===== config.mk =====
export PLATFORM = sky130hd
export DESIGN_NAME = datapath_issuer
export DESIGN_NICKNAME = d
export VERILOG_FILES = /design/src/rtl/datapath_issuer.sv
export SDC_FILE = /design/constraint.sdc
export NUM_CORES = 1
export LEC_CHECK = 0
export ABC_CLOCK_PERIOD_IN_PS = 1800
export CAP_MARGIN = 10
export CORE_ASPECT_RATIO = 1.25
export CORE_MARGIN = 4
export CORE_UTILIZATION = 25
export DETAILED_ROUTE_END_ITERATION = 10
export HOLD_SLACK_MARGIN = 0.08
export PLACE_DENSITY = 0.44
export SLEW_MARGIN = 10
export SYNTH_ARGS = -nofsm -noshare
export SYNTH_HDL_FRONTEND = slang
export SYNTH_SLANG_ARGS = --single-unit

===== constraint.sdc =====
create_clock -name clk -period 1.8 [get_ports clk]
set_clock_uncertainty 0.1 [all_clocks]
set_input_delay 0.27 -clock clk [delete_from_list [all_inputs] [get_ports clk]]
set_output_delay 0.27 -clock clk [all_outputs]
set_load 0.01 [all_outputs]

===== src/rtl/datapath_issuer.sv =====
// ---------------------------------------------------------------------------
// datapath_issuer
//
// Buffers operand bundles in a small FIFO and issues them one at a time to
// an attached add/subtract datapath. The datapath has PIPE input-register
// stages and reads dp_op combinationally. For that reason dp_a, dp_b and
// dp_op are held until the result has been captured. Each result waits in
// out_y/out_co until the consumer takes it, so results leave strictly in
// acceptance order.
//
// Parameters
//   N     operand/result width
//   PIPE  datapath input-register latency (0 or 1)
//   DEPTH operand FIFO entries (power of 2, >= 2)
//
// Ports
//   clk, rst_n          clock, asynchronous active-low reset
//   in_valid/in_ready   operand bundle handshake (in_a, in_b, in_op)
//   dp_a, dp_b, dp_op   operands/opcode driven to the datapath
//   dp_y, dp_co         datapath result and carry-out
//   out_valid/out_ready result handshake (out_y, out_co)
//   busy                FIFO non-empty or an operation in progress
//   err                 sticky result-mismatch flag
//
// Optional feature: define ISSUER_CHECK_EN to build an internal reference
// adder. The reference flags any datapath result that disagrees with it.
// Without the macro, err is tied low and no checker logic exists.
// ---------------------------------------------------------------------------
module datapath_issuer #(
    parameter int N     = 16,
    parameter int PIPE  = 1,
    parameter int DEPTH = 4
) (
    input  logic         clk,
    input  logic         rst_n,
    input  logic         in_valid,
    output logic         in_ready,
    input  logic [N-1:0] in_a,
    input  logic [N-1:0] in_b,
    input  logic [2:0]   in_op,
    output logic [N-1:0] dp_a,
    output logic [N-1:0] dp_b,
    output logic [2:0]   dp_op,
    input  logic [N-1:0] dp_y,
    input  logic         dp_co,
    output logic         out_valid,
    input  logic         out_ready,
    output logic [N-1:0] out_y,
    output logic         out_co,
    output logic         busy,
    output logic         err
);

    localparam int   AW       = $clog2(DEPTH);
    localparam int   CW       = AW + 1;
    localparam logic CNT_LOAD = (PIPE != 0) ? 1'b1 : 1'b0;

    typedef enum logic [1:0] {
        ST_IDLE = 2'd0,
        ST_WAIT = 2'd1,
        ST_HOLD = 2'd2
    } state_t;

    // FIFO storage and bookkeeping
    logic [N-1:0]  fifo_a_r  [DEPTH];
    logic [N-1:0]  fifo_b_r  [DEPTH];
    logic [2:0]    fifo_op_r [DEPTH];
    logic [AW-1:0] wr_ptr_r;
    logic [AW-1:0] rd_ptr_r;
    logic [CW-1:0] count_r;

    // Control state
    state_t        state_r;
    logic          cnt_r;
    logic          in_ready_r;
    logic          busy_r;
    logic [N-1:0]  dp_a_r;
    logic [N-1:0]  dp_b_r;
    logic [2:0]    dp_op_r;
    logic [N-1:0]  out_y_r;
    logic          out_co_r;
    logic          out_valid_r;

    logic          empty_s;
    logic          push_s;
    logic          pop_s;
    logic          capture_s;
    logic [CW-1:0] count_nxt_s;
    logic          busy_nxt_s;

    assign in_ready  = in_ready_r;
    assign busy      = busy_r;
    assign dp_a      = dp_a_r;
    assign dp_b      = dp_b_r;
    assign dp_op     = dp_op_r;
    assign out_y     = out_y_r;
    assign out_co    = out_co_r;
    assign out_valid = out_valid_r;

    // Handshake decode, occupancy update and next-cycle busy flag
    always_comb begin
        empty_s     = (count_r == CW'(0));
        // in_ready_r mirrors !full, so a full FIFO refuses a push even
        // when a pop happens in the same cycle.
        push_s      = in_valid && in_ready_r;
        pop_s       = !empty_s &&
                      ((state_r == ST_IDLE) ||
                       ((state_r == ST_HOLD) && out_ready));
        capture_s   = (state_r == ST_WAIT) && (cnt_r == 1'b0);
        count_nxt_s = count_r;
        if (push_s && !pop_s) begin
            count_nxt_s = count_r + CW'(1);
        end else if (!push_s && pop_s) begin
            count_nxt_s = count_r - CW'(1);
        end else begin
            count_nxt_s = count_r;
        end
        // Busy next cycle: entries remain, or the FSM will not be in IDLE.
        busy_nxt_s  = (count_nxt_s != CW'(0)) || pop_s ||
                      (state_r == ST_WAIT) ||
                      ((state_r == ST_HOLD) && !(out_ready && empty_s));
    end

    // FIFO entry storage; contents are don't-care until written
    always_ff @(posedge clk) begin
        if (push_s) begin
            fifo_a_r[wr_ptr_r]  <= in_a;
            fifo_b_r[wr_ptr_r]  <= in_b;
            fifo_op_r[wr_ptr_r] <= in_op;
        end
    end

    // FIFO pointers, occupancy and registered in_ready/busy
    always_ff @(posedge clk or negedge rst_n) begin
        if (!rst_n) begin
            wr_ptr_r   <= {AW{1'b0}};
            rd_ptr_r   <= {AW{1'b0}};
            count_r    <= {CW{1'b0}};
            in_ready_r <= 1'b0;
            busy_r     <= 1'b0;
        end else begin
            // DEPTH is a power of 2, so plain increment wraps correctly.
            if (push_s) begin
                wr_ptr_r <= wr_ptr_r + AW'(1);
            end
            if (pop_s) begin
                rd_ptr_r <= rd_ptr_r + AW'(1);
            end
            count_r    <= count_nxt_s;
            in_ready_r <= (count_nxt_s != CW'(DEPTH));
            busy_r     <= busy_nxt_s;
        end
    end

    // Issue FSM: IDLE -> WAIT (datapath settling) -> HOLD (result offered)
    always_ff @(posedge clk or negedge rst_n) begin
        if (!rst_n) begin
            state_r     <= ST_IDLE;
            cnt_r       <= 1'b0;
            dp_a_r      <= {N{1'b0}};
            dp_b_r      <= {N{1'b0}};
            dp_op_r     <= 3'b000;
            out_y_r     <= {N{1'b0}};
            out_co_r    <= 1'b0;
            out_valid_r <= 1'b0;
        end else begin
            case (state_r)
                ST_IDLE: begin
                    if (pop_s) begin
                        dp_a_r  <= fifo_a_r[rd_ptr_r];
                        dp_b_r  <= fifo_b_r[rd_ptr_r];
                        dp_op_r <= fifo_op_r[rd_ptr_r];
                        cnt_r   <= CNT_LOAD;
                        state_r <= ST_WAIT;
                    end else begin
                        state_r <= ST_IDLE;
                    end
                end
                ST_WAIT: begin
                    if (cnt_r != 1'b0) begin
                        cnt_r <= cnt_r - 1'b1;
                    end else begin
                        out_y_r     <= dp_y;
                        out_co_r    <= dp_co;
                        out_valid_r <= 1'b1;
                        state_r     <= ST_HOLD;
                    end
                end
                ST_HOLD: begin
                    if (out_ready) begin
                        out_valid_r <= 1'b0;
                        if (pop_s) begin
                            // Back-to-back issue without visiting IDLE.
                            dp_a_r  <= fifo_a_r[rd_ptr_r];
                            dp_b_r  <= fifo_b_r[rd_ptr_r];
                            dp_op_r <= fifo_op_r[rd_ptr_r];
                            cnt_r   <= CNT_LOAD;
                            state_r <= ST_WAIT;
                        end else begin
                            state_r <= ST_IDLE;
                        end
                    end else begin
                        state_r <= ST_HOLD;
                    end
                end
                default: begin
                    out_valid_r <= 1'b0;
                    state_r     <= ST_IDLE;
                end
            endcase
        end
    end

`ifdef ISSUER_CHECK_EN
    logic err_r;

    // Reference result: a + (op[2] ? 0 : op[1] ? ~b : b) + op[0], N+1 bits
    function automatic logic [N:0] ref_sum(input logic [N-1:0] a,
                                           input logic [N-1:0] b,
                                           input logic [2:0]   op);
        logic [N-1:0] b_sel;
        if (op[2]) begin
            b_sel = {N{1'b0}};
        end else if (op[1]) begin
            b_sel = ~b;
        end else begin
            b_sel = b;
        end
        return {1'b0, a} + {1'b0, b_sel} + {{N{1'b0}}, op[0]};
    endfunction

    // Sticky mismatch flag, evaluated at the moment a result is captured
    always_ff @(posedge clk or negedge rst_n) begin
        if (!rst_n) begin
            err_r <= 1'b0;
        end else if (capture_s &&
                     (ref_sum(dp_a_r, dp_b_r, dp_op_r) != {dp_co, dp_y})) begin
            err_r <= 1'b1;
        end else begin
            err_r <= err_r;
        end
    end

    assign err = err_r;
`else
    assign err = 1'b0;
`endif

endmodule


# --- After elaboration in Yosys (flattened, before gate mapping) ---
# Memory sizes are Yosys's and may differ from the RTL's.
# Cells that the tools add are included.
totals:
  ram_bits: 140
  n_memories: 3
  out_inout_bits: 56
  elab_cells: 76
  reg_bits: 65
op_classes:
  reduce_logical: 24
  n_addsub: 5
  bitwise: 2
  eq_ne: 5
  mux: 24
mem_list:
  columns: ["name", "depth", "width", "read_ports", "rd_clocked_by_memory_dff", "wr", "line", "rtl"]
  rows:
  - ["fifo_a_r", 4, 16, 1, 0, 1, "65", "logic [N-1:0] fifo_a_r [DEPTH];"]
  - ["fifo_b_r", 4, 16, 1, 0, 1, "66", "logic [N-1:0] fifo_b_r [DEPTH];"]
  - ["fifo_op_r", 4, 3, 1, 0, 1, "67", "logic [2:0] fifo_op_r [DEPTH];"]
ops:
  columns: ["op", "n"]
  rows:
  - ["16-bit two-way mux", 4]
  - ["16-bit one-hot mux with 2 select lines", 2]
  - ["3-bit two-way mux", 4]
  - ["1-bit two-way mux", 8]
  - ["1-bit logical AND", 7]
  - ["1-bit one-hot mux with 3 select lines", 2]
  - ["2-bit one-hot mux with 3 select lines", 1]
  - ["3-bit one-hot mux with 2 select lines", 1]
  - ["2-bit AND reduction", 3]
  - ["3-bit nonzero test", 2]
  - ["2-bit by 1-bit adder with 2-bit output (second input constant)", 2]
  - ["1-bit zero test", 4]
  - ["1-bit logical OR", 4]
  - ["2-bit two-way mux", 2]
  - ["2-bit != test (second input constant)", 2]
  - ["3-bit by 1-bit adder with 3-bit output (second input constant)", 1]
  - ["3-bit zero test", 1]
  - ["3-bit != test (second input constant)", 1]
  - ["3-bit AND reduction", 1]
  - ["3-bit by 1-bit subtractor with 3-bit output (second input constant)", 1]
  - ["2-bit by 1-bit equality test with 1-bit output (second input constant)", 1]
  - ["2-bit equality test (second input constant)", 1]
  - ["2-bit zero test", 1]
  - ["1-bit inverter", 2]
  - ["other kinds (2)", 2]

# --- Longest topological paths before layout ---
# Gate-level depths: netlist of the first run.
logic_depth:
  word_depth: 11
  mapped_depth: 7
  ltp_nobuf: 7

# --- Worst setup path after synthesis of the first run ---
# No wires, ideal clock.
synth_path:
  path_type: "register to register"
  start: "register wr_ptr_r[0]"
  end: "memory fifo_a_r[0][0], enable pin"
  synth_period_minus_slack_ps: 2013
  required_time_ps: 1304
  t_arrival_ps: 1517
  n_path_buf: 0
  path_stages_with_launch: 4
  setup_ps: 396
  setup_slack_ps: -213
  cell_sequence: "dfrtp_1 -> inv_1 -> ha_1 -> and3_1"
synth_rtl:
  columns: ["element", "line", "rtl"]
  rows:
  - ["start, declared", "68", "logic [AW-1:0] wr_ptr_r;"]
  - ["start signal, assigned", "136", "wr_ptr_r <= {AW{1'b0}};"]
  - ["start signal, assigned", "144", "wr_ptr_r <= wr_ptr_r + AW'(1);"]
  - ["end, declared", "65", null]
# Straight into the memory's write port.

# --- Worst setup path after layout of the first run ---
layout_path:
  start: "register count_r[0]"
  end: "register busy_r (netlist: busy)"
layout_between:
  elab_chain_cells: 10
  elab_cells_between_ends: 17
layout_rtl:
  columns: ["element", "line", "rtl"]
  rows:
  - ["start, declared", "70", "logic [CW-1:0] count_r;"]
  - ["start signal, assigned", "138", "count_r <= {CW{1'b0}};"]
  - ["start signal, assigned", "149", "count_r <= count_nxt_s;"]
  - ["branches (longest 9 deep; another with 3-bit by 1-bit subtractor with 3-bit output)", null, null]
  - ["1-bit logical OR *", "120", "(state_r == ST_WAIT) ||"]
  - ["via busy_nxt_s", "89", "logic busy_nxt_s;"]
  - ["end signal, assigned", "151", "busy_r <= busy_nxt_s;"]
  - ["end, declared", "76", "logic busy_r;"]
# Mark *: on every way through the listed nets, which the timed path passes.
# A chain may end at the register's enable or synchronous reset.

==> out/summary.txt, run 1 <==
I/O pin count: 112
Mapped Area: 7850 sq um
H-tree depth: 1
FF/Latch Area: 5840 sq um
Synth Flop Type: edfxtp_1
Core Area: 31,000 sq um
Dpl cell area: 9730 sq um
# diodes: 0
Crit-path cells: inv_2 > ha_4 > nor2b_4 > or4b_4 > mux2i_1 > a32o_2 > nand3b_1
Worst r2r path cells: 7
Slowest cell on crit path: or4b_4
Cell count along the critical path: 7
P&R area growth vs syn: 37.3%
Vias in the first global route: 4,352
Die width: 166 um
Syn nets: 426
Average size of a mapped cell: 21.6 sq um
Max IR drop VDD: 780 uV
Async S/R FF share, synth: 31.7%
WL met3: 796 um
Met1 Wirelength: 7510 um
Syn. warnings: 0
Clock sink count: 205
IO buf count: 110
Clk buf depth: 3
Highest Signal Layer: met4
Crit-path max FO: 4
Largest net degree at the start of global routing: 31
Final wirelength: 17,300 um
Avg WL per Cell: 18.2 um
Fin util: 34.8%
GRT Util Overall: 9.66%
Layout cells sized above 1: 31.1%
WHS: 0.157 ns
Number of CTS-inserted buffers: 23
Clock root cell: clkbuf_16
Crit path buf inv count: 1
Number of flops mapped to enable cells by yosys: 140
DRC errors left: 0
RSZ-0062 raised after global routing: yes
Leak: 0.00417 uW
GP Congestion: 0.682
Antenna violations before repair: 0
HPWL Detailed: 10,500 um
Starting DRT DRC Count: 183
Setup-failing EPs final: 2
DR pass1 iterations: 4
Mapped Cells: 363
Die Area: 34,300 sq um
Critical path class: reg -> reg
Worst-skew pair later-pin latency: 0.50 ns
Via count: 3,966
Grt total ovfl: 0
Row cnt: 72
Worst Setup SP: count_r[0]
Top delay family on crit path: simple AND/OR/NAND/NOR gates
Max cap viols: 0
Area of the multi-input gates: 1990 sq um
Tcrit/Tclk final: 103%
Fin. Hold Viols: 0
Final number of max-transition violations: 0
DRT antenna net count: 0
Status: finished with violations
Commonest cells post-synth: edfxtp_1 (140), dfrtp_1 (65), mux2_2 (44)
CTS tree: yes
Top-count cell post-synth: edfxtp_1
Element type at the critical path start: flip-flop
R2r startpoint: count_r[0]
FILL cells: 2,951
WP data arrival: 2.13 ns
Yosys reg bits: 205
Share of the synthesized area in the top cell type: 53.6%
Cell area after layout: 10,800 sq um
Endpoint class of the critical path: flip-flop
Required @ worst endpoint: 2.07 ns
First-pass GRT wire length: 25,900 um
Hold crit path type: in -> async
Starting density of the core: 25.3%
Clock transition at path regs: 0.06 ns
Fin nets: 590
Pre-CTS setup slack: -0.264 ns
Post-layout minimum cycle time: 1.85 ns
Fmax: 540 MHz
Die height: 206 um
Top post-synthesis cells by area: edfxtp_1 (54%), dfrtp_1 (21%), mux2_2 (6.3%), mux4_2 (5.5%), mux4_1 (5.4%)
Yosys top cell by area: edfxtp_1
Final worst setup slack: -0.0505 ns
Failing checks: setup timing
Distinct cells, synth: 37
Sequential share of the synthesized area: 74.3%
Pwr Density: 1750 nW/um^2
Met2 wire len: 8740 um
DR vias/cell: 4.17
Crit path largest cell delay: 0.51 ns
## worst paths after layout
| path | end | slack, ns |
|---|---|---|
| worst max-delay path | busy | -0.05 |
| worst min-delay path | out_y[3] | 0.16 |
| worst max register to register | busy | -0.05 |
| worst min register to register | out_y[2] | 0.40 |
| max in group asynchronous | dp_b[14] | 0.86 |
| min in group clk | out_y[9] | 0.28 |
## area by class of cell
| cell class | instances | area share (%) |
|---|---|---|
| flip-flops and latches | 205 | 54.2 |
| multi-input cells | 138 | 18.5 |
| repair buffers | 153 | 15.5 |
| clock buffers | 30 | 5.77 |
| well taps | 407 | 4.73 |
| clock inverters | 12 | 1.18 |
| inverters | 6 | 0.209 |
## layout by cell type, fill, tap and decap left out, types with 2 or more instances in the layout
cell type / count
xor2_1: 2
buf_12: 14
dlygate4sd2_1: 32
nor2_1: 7
nand2_1: 5
clkinvlp_4: 2
clkbuf_16: 26
a21oi_1: 3
clkdlybuf4s50_1: 59
clkbuf_1: 5
buf_4: 23
inv_1: 3
buf_6: 3
ha_1: 6
nor2b_4: 2
clkinv_2: 4
mux4_2: 19
bufinv_16: 2
mux4_1: 16
edfxtp_1: 140
xnor2_1: 3
mux2i_1: 2
mux2_4: 34
clkbuf_8: 2
inv_2: 3
mux2_2: 19
dfrtp_1: 63
nor3_4: 2
dlymetal6s2s_1: 18
and3_2: 4
## stage by stage
step	setup TNS (ns)	std cells	power [uW]
5_1_grt	-1.20	951	19900
4_1_cts	-1.22	941	18400
6_report	-0.0719	951	18800
3_5_place_dp	-7.30	895	13800
2_1_floorplan	-0.427	363	10900
3_3_place_gp	-6.03	895	13700
## where the power goes
part           switching, uW  leakage [uW]  internal (uW)  total, uW
clock network           1820      0.000364           2740       4570
logic                   2940       0.00177           4200       7140
registers                609       0.00204           6500       7110
total                   5370       0.00417          13400      18800
## per-layer routing
layer	GRT usage, %	vias up
met2	17.1	92
met4	2.34	0
met3	2.22	24
met5	0	-
met1	12.1	2068
li1	-	1782
## worst reg2reg max path, cell delays in order (launching register included)
cell and delay, ns:
dfrtp_1 0.37, inv_2 0.06, ha_4 0.15, nor2b_4 0.13, or4b_4 0.51, mux2i_1 0.17
a32o_2 0.16, nand3b_1 0.08
## what timing repair did
action | CTS | global route
pin swaps | 1 | 2
hold buffers | 1 | 0
hold endpoints to repair | 65 | 0
gates cloned | 0 | 4
endpoints found under the setup margin | 70 | 58
gates resized for setup | 36 | 48
buffers inserted | 3 | 6
## kinds of logic (layout without fill, tap and decap cells)
family | Yosys count | after routing | share of synthesized area, %
xor+xnor | 5 | 5 | 0.558
other cells | 1 | 1 | 0.0478
flops | 205 | 205 | 74.3
buf+inv | 20 | 201 | 1.87
compound gates | 10 | 10 | 0.909
mux | 90 | 90 | 19.1
simple gates | 25 | 25 | 2.09
fa+ha+maj | 7 | 7 | 1.12
## registers in the layout, summed over array words and instances (netlist names)
register   count
fifo_a_r      64
fifo_b_r      64
dp_a          16
dp_b          16
out_y         16
fifo_op_r     12
count_r        3
dp_op          3
rd_ptr_r       2
state_r        2
wr_ptr_r       2
busy           1
cnt_r          1
in_ready       1
out_co         1
out_valid      1
No activity file was read; power rests on OpenSTA's default activity.
==> run 2: changes to the inputs <==
--- a/config.mk
+++ b/config.mk
@@ -5,14 +5,15 @@
 export SDC_FILE = /design/constraint.sdc
 export NUM_CORES = 1
 export LEC_CHECK = 0
-export ABC_CLOCK_PERIOD_IN_PS = 1800
+export ABC_CLOCK_PERIOD_IN_PS = 2320
 export CAP_MARGIN = 10
 export CORE_ASPECT_RATIO = 1.25
 export CORE_MARGIN = 4
 export CORE_UTILIZATION = 25
 export DETAILED_ROUTE_END_ITERATION = 10
 export HOLD_SLACK_MARGIN = 0.08
-export PLACE_DENSITY = 0.44
+export PLACE_DENSITY = 0.43
+export SETUP_SLACK_MARGIN = 0.02
 export SLEW_MARGIN = 10
 export SYNTH_ARGS = -nofsm -noshare
 export SYNTH_HDL_FRONTEND = slang
==> constraint.sdc (replaced) <==
create_clock -name clk -period 2.32 [get_ports clk]
set_clock_uncertainty 0.1 [all_clocks]
set_input_delay 0.348 -clock clk [delete_from_list [all_inputs] [get_ports clk]]
set_output_delay 0.348 -clock clk [all_outputs]
set_load 0.01 [all_outputs]
==> run 2 against run 1 <==
  * The flow now finishes without violations
  * Cell area down 4.3%
  * Critical endpoint unchanged
  * Routed wire length down 3.6%
  * Register-to-register slack better by 0.22 ns
  * Via count down 3.3%
  * Setup slack better by 0.22 ns
  * Count of clock-buffer cells in the layout down 4
  * Combinational power down 34%
  * Flip-flop and latch count unchanged
  * Global-route usage about the same
  * Fmax down 14%
  * Critical path depth unchanged
==> out/summary.txt, run 2 (synthesized netlist as in run 1, its figures left out) <==
Status: finished, final reports clean
DRC errors left: 0 (unchanged)
Die Area: 34,300 sq um (unchanged)
Endpoint class of the critical path: flip-flop
Grt total ovfl: 0 (unchanged)
Hold crit path type: in -> async
Max IR drop VDD: 505 uV (-35%)
Antenna violations before repair: 1 (+1)
Post-CTS Resized: 0 (-100%)
Crit path largest cell delay: 0.58 ns (+0.07 ns)
Pwr Density: 1340 nW/um^2 (-23%)
Crit-path max FO: 5 (+1)
Fin. Hold Viols: 0 (unchanged)
Cts hold-fix bufs: 1 (unchanged)
DR vias/cell: 4.17 (-0.13%)
# diodes: 0 (unchanged)
First-pass GRT wire length: 25,700 um (-0.93%)
Clock root cell: clkbuf_16
WP data arrival: 2.48 ns (+0.35 ns)
GRT Util Overall: 9.68% (+0.024 points)
Sw Ratio: 28.5% (-0.071 points)
Row cnt: 72 (unchanged)
Part of the power in the clock network: 25.4% (+1.1 points)
Max transition margin: 59.7%
Required @ worst endpoint: 2.65 ns (+0.58 ns)
Top delay family on crit path: compound AO/OA/AOI/OAI gates
Fin util: 33.3% (-1.5 points)
Most common cell after layout, fill and taps aside: edfxtp_1
Crit path buf inv count: 1 (unchanged)
HPWL Detailed: 10,100 um (-3.7%)
Max cap viols: 0 (unchanged)
Element type at the critical path start: flip-flop
DRT antenna net count: 0 (unchanged)
Combinational share of power: 34.1% (-3.9 points)
I/O pin count: 112 (unchanged)
Core Area: 31,000 sq um (unchanged)
Clk buf depth: 3 (unchanged)
DR pass1 iterations: 4 (unchanged)
Pre-CTS setup slack: 0.228 ns (+0.492 ns)
Net switching power: 3950 uW (-27%)
Post-layout minimum cycle time: 2.15 ns (+0.302 ns)
IO buf count: 110 (unchanged)
Final number of max-transition violations: 0 (unchanged)
Biggest regs: fifo_a_r (64), fifo_b_r (64)
Fin nets: 561 (-4.9%)
Setup-failing EPs final: 0 (-2)
Vias in the first global route: 4,223 (-3.0%)
Starting DRT DRC Count: 196 (+7.1%)
Sequential power share: 40.5% (+2.7 points)
Setup bufs post-CTS: 0 (-3)
Leak: 0.00367 uW (-12%)
GP Congestion: 0.697 (+2.1%)
Worst-skew pair later-pin latency: 0.50 ns (about the same)
Worst-margin pin slew: 0.597 ns
Clock sink count: 205 (unchanged)
Commonest cells after routing, fill and taps aside: edfxtp_1 (140), clkdlybuf4s50_1 (109), dfrtp_1 (63), mux2_2 (44), clkbuf_16 (22)
Dpl cells: 880 (-1.7%)
WHS: 0.294 ns (+0.137 ns)
Layout cells sized above 1: 25.9% (-5.2 points)
Via count: 3,836 (-3.3%)
Largest net degree at the start of global routing: 39 (+26%)
Final non-filler cell total: 921 (-3.2%)
Die width: 166 um (unchanged)
Final wirelength: 16,700 um (-3.6%)
Die height: 206 um (unchanged)
Final worst setup slack: 0.167 ns (+0.218 ns)
Fmax: 465 MHz (-14%)
Slowest cell on crit path: o311ai_0
RSZ-0062 raised after global routing: no
CTS tree: yes
Avg WL per Cell: 18.1 um (-0.45%)
P&R area growth vs syn: 31.4%
Post-route setup TNS: 0 ns (+0.0719 ns)
H-tree depth: 1 (unchanged)
Internal power: 9910 uW (-26%)
Tcrit/Tclk final: 92.8% (-10 points)
Number of CTS-inserted buffers: 22 (-4.3%)
Critical path class: reg -> reg
Clock transition at path regs: 0.06 ns (about the same)
Crit-path cells: inv_1 > ha_1 > nor2b_1 > o311ai_0 > mux2i_1 > a32o_2 > nand3b_1
Starting density of the core: 25.3% (unchanged)
## run 2: changes by cell type in the layout (fill, tap and decap cells not counted), sizes merged
cell           previous run  this run
clkdlybuf4s50            59       109
dlygate4sd2              32         0
buf                      40        15
dlymetal6s2s             18         0
clkbuf                   33        26
clkinv                    6         8
bufinv                    2         3
inv                       8         7
## run 2: power by group through the flow
stage / Sequential (uW) / Clock [uW] / Combinational [uW]
4_1_cts: 5650 / 3650 / 4870
6_report: 5620 / 3520 / 4720
5_1_grt: 5750 / 3830 / 5120
3_5_place_dp: 5720 / 0 / 4850
3_3_place_gp: 5680 / 0 / 4770
2_1_floorplan: 5720 / 0 / 2690
## run 2: area by class of cell
class,instances,area (sq um)
Fill cell,2992,20700
Sequential cell,205,5830
Multi-Input combinational cell,138,1870
Timing Repair Buffer,125,1340
Clock buffer,26,566
Tap cell,407,509
Clock inverter,14,164
Inverter,6,22.5
## run 2: stage by stage
stage               cell area (sq um)  total power, uW
floorplan                        7850             8410
global placement                 9570            10500
detailed placement               9570            10600
CTS                             10300            14200
global route                    10300            14700
finish                          10300            13900
## run 2: final timing paths
path / from / end / slack, ns / cells past startpoint
worst max-delay path: count_r[0] / busy / 0.17 / 7
worst min-delay path: rst_n / out_y[15] / 0.29 / 2
worst max register to register: count_r[0] / busy / 0.17 / 7
worst min register to register: dp_a[5] / dp_a[5] / 0.41 / 1
max in group asynchronous: rst_n / dp_b[12] / 1.23 / 3
min in group clk: dp_y[13] / out_y[13] / 0.36 / 2
## run 2: worst reg2reg max path, delay by kind of cell, from the launching register on
kind	cells	cell delay, ns
AOI/OAI and AO/OA	2	0.84
DFF	1	0.45
and+or+nand+nor	2	0.27
adders and majority gates	1	0.20
muxes	1	0.14
buffers and inverters	1	0.10
## run 2: layer usage
metal	vias up	part of all wire [%]	global-route usage (%)
met3	25	6.0	2.74
met1	1990	41	11.4
met4	2	1.9	2.54
li1	1722	-	-
met5	-	0.048	0
met2	97	51	17.4
